==> src/rtl/adder_pkg.sv <==
// Shared constants for the pipelined adder: default geometry and operation codes.
// Latency: n/a (constants only).
// Backpressure: n/a.
package adder_pkg;

  localparam int   DEF_WIDTH  = 16;
  localparam int   DEF_STAGES = 4;

  localparam logic OP_ADD = 1'b0;
  localparam logic OP_SUB = 1'b1;

endpackage

==> src/rtl/chunk_add.sv <==
// Combinational CHUNK-bit ripple-carry adder slice, one per pipeline stage.
// Latency: 0 cycles (pure combinational).
// Backpressure: none; the enclosing pipeline decides when results are captured.
module chunk_add #(
  parameter int CHUNK = 4
) (
  input  logic [CHUNK-1:0] a,
  input  logic [CHUNK-1:0] b,
  input  logic             ci,
  output logic [CHUNK-1:0] s,
  output logic             co,
  output logic             c_msb_in
);

  logic cy;

  // Ripple the carry bit by bit; remember the carry entering the top bit for overflow
  always_comb begin
    cy       = ci;
    s        = '0;
    c_msb_in = 1'b0;
    for (int i = 0; i < CHUNK; i++) begin
      if (i == CHUNK - 1) begin
        c_msb_in = cy;
      end
      s[i] = a[i] ^ b[i] ^ cy;
      cy   = (a[i] & b[i]) | (cy & (a[i] ^ b[i]));
    end
    co = cy;
  end

endmodule

==> src/rtl/pipe_adder.sv <==
// Pipelined WIDTH-bit add/sub: one CHUNK-bit slice per stage, carries registered between stages.
// Latency: STAGES cycles from the accepting edge to out_valid; one beat per cycle throughput.
// Backpressure: whole pipe freezes when out_valid && !out_ready; in_ready = !out_valid || out_ready.
module pipe_adder
  import adder_pkg::*;
#(
  parameter int WIDTH  = DEF_WIDTH,
  parameter int STAGES = DEF_STAGES
) (
  input  logic             clk,
  input  logic             rst_n,
  input  logic             in_valid,
  output logic             in_ready,
  input  logic [WIDTH-1:0] a,
  input  logic [WIDTH-1:0] b,
  input  logic             cin,
  input  logic             sub,
  output logic             out_valid,
  input  logic             out_ready,
  output logic [WIDTH-1:0] sum,
  output logic             cout,
  output logic             ovf
);

  localparam int CHUNK = WIDTH / STAGES;

  if ((WIDTH % STAGES) != 0) begin : g_bad_cfg
    $error("pipe_adder: WIDTH must be an exact multiple of STAGES");
  end

  logic             adv;
  logic             v0;
  logic             c0;
  logic [WIDTH-1:0] a0;
  logic [WIDTH-1:0] b0;

  assign adv      = !out_valid || out_ready;
  assign in_ready = adv;

  // Capture rank: subtraction is folded in here as ~B with a forced carry-in of 1,
  // so the stages below never need to know the operation.
  always_ff @(posedge clk or negedge rst_n) begin
    if (!rst_n) begin
      v0 <= 1'b0;
      c0 <= 1'b0;
      a0 <= '0;
      b0 <= '0;
    end else if (adv) begin
      v0 <= in_valid;
      if (in_valid) begin
        a0 <= a;
        b0 <= (sub == OP_SUB) ? ~b : b;
        c0 <= (sub == OP_ADD) ? cin : 1'b1;
      end else begin
        a0 <= '0;
        b0 <= '0;
        c0 <= 1'b0;
      end
    end
  end

  for (genvar k = 0; k < STAGES; k++) begin : g_st
    // Operand bits still unconsumed when a beat reaches this stage
    localparam int REM = WIDTH - k * CHUNK;

    logic [REM-1:0]         op_a;
    logic [REM-1:0]         op_b;
    logic                   vi;
    logic                   ci;
    logic [CHUNK-1:0]       s_c;
    logic                   co_c;
    logic                   cm_c;
    logic [(k+1)*CHUNK-1:0] s_d;
    logic [(k+1)*CHUNK-1:0] s_q;
    logic                   v_q;
    logic                   c_q;

    if (k == 0) begin : g_src
      assign op_a = a0;
      assign op_b = b0;
      assign vi   = v0;
      assign ci   = c0;
      assign s_d  = s_c;
    end else begin : g_src
      assign op_a = g_st[k-1].g_fwd.a_q;
      assign op_b = g_st[k-1].g_fwd.b_q;
      assign vi   = g_st[k-1].v_q;
      assign ci   = g_st[k-1].c_q;
      assign s_d  = {s_c, g_st[k-1].s_q};
    end

    chunk_add #(.CHUNK(CHUNK)) u_add (
      .a        (op_a[CHUNK-1:0]),
      .b        (op_b[CHUNK-1:0]),
      .ci       (ci),
      .s        (s_c),
      .co       (co_c),
      .c_msb_in (cm_c)
    );

    // Stage result rank: valid, carry to next slice and the sum chunks finished so far
    always_ff @(posedge clk or negedge rst_n) begin
      if (!rst_n) begin
        v_q <= 1'b0;
        c_q <= 1'b0;
        s_q <= '0;
      end else if (adv) begin
        v_q <= vi;
        c_q <= co_c;
        s_q <= s_d;
      end
    end

    if (k < STAGES - 1) begin : g_fwd
      logic [REM-CHUNK-1:0] a_q;
      logic [REM-CHUNK-1:0] b_q;
      logic                 unused_cm;

      // Only the top slice's MSB carry matters for signed overflow
      assign unused_cm = cm_c;

      // Skew rank: operand chunks not yet added travel alongside their beat
      always_ff @(posedge clk or negedge rst_n) begin
        if (!rst_n) begin
          a_q <= '0;
          b_q <= '0;
        end else if (adv) begin
          a_q <= op_a[REM-1:CHUNK];
          b_q <= op_b[REM-1:CHUNK];
        end
      end
    end else begin : g_last
      logic ovf_q;

      // Signed overflow: carry into the MSB disagrees with the carry out of it
      always_ff @(posedge clk or negedge rst_n) begin
        if (!rst_n) begin
          ovf_q <= 1'b0;
        end else if (adv) begin
          ovf_q <= cm_c ^ co_c;
        end
      end
    end
  end

  assign out_valid = g_st[STAGES-1].v_q;
  assign sum       = g_st[STAGES-1].s_q;
  assign cout      = g_st[STAGES-1].c_q;
  assign ovf       = g_st[STAGES-1].g_last.ovf_q;

endmodule

==> config.mk <==
export PLATFORM = sky130hd
export DESIGN_NAME = pipe_adder
export DESIGN_NICKNAME = d
export VERILOG_FILES = /design/src/rtl/adder_pkg.sv /design/src/rtl/chunk_add.sv /design/src/rtl/pipe_adder.sv
export SDC_FILE = /design/constraint.sdc
export NUM_CORES = 1
export LEC_CHECK = 0
export CORE_UTILIZATION = 59
export CTS_BUF_LIST = sky130_fd_sc_hd__clkbuf_4
export CTS_CLUSTER_DIAMETER = 30
export DETAILED_ROUTE_END_ITERATION = 6
export GPL_TIMING_DRIVEN = 0
export HOLD_SLACK_MARGIN = 0.1
export PLACE_DENSITY = 0.82
export SLEW_MARGIN = 10
export SYNTH_ARGS = -nofsm -noshare
export SYNTH_HDL_FRONTEND = slang
export SYNTH_SLANG_ARGS = --single-unit
export TNS_END_PERCENT = 20
==> constraint.sdc <==
create_clock -name clk -period 2.9 [get_ports clk]
set_input_delay 0.58 -clock clk [delete_from_list [all_inputs] [get_ports clk]]
set_output_delay 0.58 -clock clk [all_outputs]
set_load 0.05 [all_outputs]
==> impl_metrics.env <==
export IMPL_min_from="in_valid"
export IMPL_synthAdderAreaFrac_pct=5.358
export IMPL_yosysWarnings=0
export IMPL_timing_final_crit_share_pct=94.37
export IMPL_dieHeight_um=102.7
export IMPL_track_usage_pct=23.50
export IMPL_syn_area_sq_um=5978
export IMPL_place_area_sq_um=6724
export IMPL_required_ns=2.32
export IMPL_p_comb_share_pct=41.6
export IMPL_drtIter0Drc=103
export IMPL_grt_max_degree=87
export IMPL_cp_start_kind="register"
export IMPL_firstDrtPassIters=4
export IMPL_arrival_ns=2.16
export IMPL_routed_wl_um=10860
export IMPL_status="finished, final reports clean"
export IMPL_critPathSlowestCell="dfrtp_1"
export IMPL_crit_path_frequent_cell="buf_6"
export IMPL_synth_distinct_cells=23
export IMPL_min_path_type="primary input to register"
export IMPL_final_max_slew_viol_count=0
export IMPL_wl_per_cell_um=17.05
export IMPL_power_switching_mw=2.567
export IMPL_gr_total_overflow=0
export IMPL_final_area_sq_um=7000
export IMPL_dpl_hpwl_um=7709
export IMPL_io_pins=58
export IMPL_setup_viol=0
export IMPL_cts_sinks=131
export IMPL_reg2reg_to="ovf"
export IMPL_p_clk_share_pct=16.4
export IMPL_yosys_area_share_simple_pct=6.739
export IMPL_routed_via_density=5.287
export IMPL_netlist_instances=414
export IMPL_max_freq_mhz=365.4
export IMPL_root_buffer="clkbuf_4"
export IMPL_synthToLayoutAreaGrowth_pct=17.10
export IMPL_crit_buf_inv=6
export IMPL_nNetsFinal=544
export IMPL_grt_pass1_wl_um=18100
export IMPL_rows=36
export IMPL_synth_seq_area_share_pct=54.83
export IMPL_switching_share_pct=36.02
export IMPL_start_util_pct=60.88
export IMPL_synth_top_family_by_area="multiplexers"
export IMPL_path_class="register to primary output"
export IMPL_antenna_found_initial=1
export IMPL_cts_buffers=17
export IMPL_path_max_fanout=10
export IMPL_cts_tree="done"
export IMPL_synth_xor_area_share_pct=2.491
export IMPL_grt_pass1_vias=3566
export IMPL_setup_tns_ns=0
export IMPL_synth_mux_area_fraction_pct=19.05
export IMPL_syn_avg_cell_area_sq_um=14.44
export IMPL_rsz0062_at_grt="false"
export IMPL_yosys_register_bits=131
export IMPL_layout_drive_gt1_share_pct=32.41
export IMPL_dr_total_vias=3368
export IMPL_relSlewSlack_pct=58.34
export IMPL_cp_end_kind="primary output"
export IMPL_io_buffers=55
export IMPL_gp_congestion=0.7801
export IMPL_worstSkewPairLatency_ns=0.51
export IMPL_final_hold_viol_count=0
export IMPL_n_fill_cell=714
export IMPL_ant_nets=0
export IMPL_cp_cell_sequence="buf_4 -> nor2b_4 -> buf_6 -> inv_6 -> buf_6 -> buf_6 -> buf_2"
export IMPL_vdd_drop_max_mv=0.4177
export IMPL_htree_levels=4
export IMPL_clock_path_buffers=2
export IMPL_dieArea_sq_um=10540
export IMPL_reg2reg_depth=9
export IMPL_drv_cap=0
export IMPL_r2r_start="g_st[2].c_q"
export IMPL_fin_crit_ns=2.737
export IMPL_cp_top_family="buffers and inverters"
export IMPL_clk_pin_slew_ns=0.12
export IMPL_seqPwrFrac_pct=42.0
export IMPL_powerDensity_nw_per_um2=1018
export IMPL_whs_endpoint="a0[2]"
export IMPL_crit_path_max_incr_delay_ns=0.40
export IMPL_drc=0
export IMPL_synth_nets=468
export IMPL_hold_path_depth=3
export IMPL_power_leakage_nw=3.172
export IMPL_die_width_um=102.7
export IMPL_synth_compound_area_share_pct=6.174
export IMPL_clock_skew_ns=0.01538
export IMPL_reg2reg_slack_ns=0.58
export IMPL_coreArea_sq_um=9819
export IMPL_worst_slew_pin_slew_ns=0.6248
export IMPL_power_internal_mw=4.560
cells by family after synthesis:
kind of cell	after synthesis
flip-flops	131
multiplexers	87
AND/OR/NAND/NOR	61
buffers and inverters	58
AO/OA/AOI/OAI	44
XOR/XNOR	17
adder cells (fa/ha/maj)	16
power groups by stage:
stage	clock network, mW	registers [mW]	logic [mW]
2_1_floorplan	0	3.34	1.80
3_3_place_gp	0	2.99	2.88
3_5_place_dp	0	3.03	2.99
4_1_cts	1.18	2.99	3.00
5_1_grt	1.27	3.07	3.19
6_report	1.17	2.99	2.96
repair_timing:
action	CTS	global route
pin swaps	0	0
resized for setup	5	1
endpoints found under the setup margin	1	1
hold buffers	1	0
endpoints found under the hold margin	45	0
setup buffers	0	0
area by class of cell:
type / instances / area (sq um) / share of cell area (%)
clock buffers: 17 / 127.6 / 1.823
flip-flops and latches: 131 / 3278 / 46.83
well taps: 133 / 166.4 / 2.377
diodes: 1 / 2.502 / 0.03575
plain buffers: 28 / 202.7 / 2.895
inverters: 30 / 117.6 / 1.680
clock inverters: 15 / 142.6 / 2.038
repair buffers: 57 / 583.1 / 8.329
multi-input cells: 225 / 2380 / 33.99
sequential cells by signal (all words and copies together), names as in the netlist, 3 cells and up:
signal and flops:
a0 16, b0 16, g_st.c_q 3, g_st.g_fwd.a_q 24
g_st.g_fwd.b_q 24, g_st.s_q 24, g_st.v_q 3, sum 16
metal layers:
metal | up-vias | global-route usage, % | share of wire, %
li1 | 1567 | - | -
met1 | 1712 | 31.47 | 46
met2 | 77 | 37.33 | 48
met3 | 12 | 6.102 | 3.9
met4 | 0 | 8.462 | 1.7
met5 | - | 0 | 0
cell usage after synthesis:
cell type | number | share of area [%]
dfrtp_1 | 131 | 55
mux2_4 | 43 | 11
mux2_2 | 42 | 7.9
nand3b_1 | 31 | 3.9
inv_1 | 29 | 1.8
xnor2_1 | 17 | 2.5
fa_1 | 16 | 5.4
nand2_1 | 16 | 1.0
o21ai_0 | 16 | 1.3
o31ai_2 | 15 | 3.1
nor3b_1 | 12 | 1.5
buf_6 | 10 | 1.9
clkbuf_1 | 10 | 0.63
a21oi_2 | 9 | 1.3
buf_4 | 4 | 0.50
a21oi_1 | 3 | 0.25
buf_2 | 3 | 0.25
mux2i_1 | 2 | 0.33
clkbuf_4 | 1 | 0.13
inv_6 | 1 | 0.15
nand2b_1 | 1 | 0.10
nor2b_4 | 1 | 0.23
o31ai_1 | 1 | 0.13
placed cells by master, fill, tap and decap left out, drive strengths merged:
cell type,count
nand3b,31
o21ai,16
fa,16
xnor2,17
nand2b,1
clkinv,10
o31ai,16
clkinvlp,3
mux2,85
diode,1
clkdlybuf4s50,52
bufinv,2
dlygate4sd3,1
inv,30
buf,20
a21oi,12
dfrtp,131
mux2i,2
nor3b,12
clkbuf,28
nand2,16
nor2b,1
dlygate4sd2,1
worst max path at each step:
stage                start  endpoint  slack (ns)  cells past startpoint
2_1_floorplan  g_st[2].c_q       ovf        0.76                      9
3_3_place_gp         rst_n   sum[10]       -3.66                      1
3_5_place_dp     out_ready  in_ready       -0.50                      7
4_1_cts          out_valid  in_ready        0.03                      7
5_1_grt          out_valid  in_ready        0.06                      7
6_report         out_valid  in_ready        0.16                      7
per-stage QoR:
| step | instances | setup slack (ns) | power (mW) | hold slack (ns) | utilization (%) |
|---|---|---|---|---|---|
| 2_1_floorplan | 414 | 0.7649 | 5.144 | 0.2844 | - |
| 3_3_place_gp | 602 | -3.661 | 5.869 | 0.4418 | 68.18 |
| 3_5_place_dp | 603 | -0.4991 | 6.023 | 0.4622 | 68.48 |
| 4_1_cts | 636 | 0.03342 | 7.172 | 0.3821 | 71.32 |
| 5_1_grt | 637 | 0.05837 | 7.536 | 0.4020 | 71.29 |
| 6_report | 637 | 0.1632 | 7.128 | 0.4036 | 71.29 |
worst register-to-register path, cell delays in order (launching register included):
cell and delay (ns):
dfrtp_1 0.42, fa_1 0.41, inv_1 0.08, fa_1 0.19, inv_1 0.06, fa_1 0.41, inv_1 0.09, fa_1 0.22
xnor2_1 0.08, mux2_4 0.25
No activity file was read; power rests on OpenSTA's default activity.
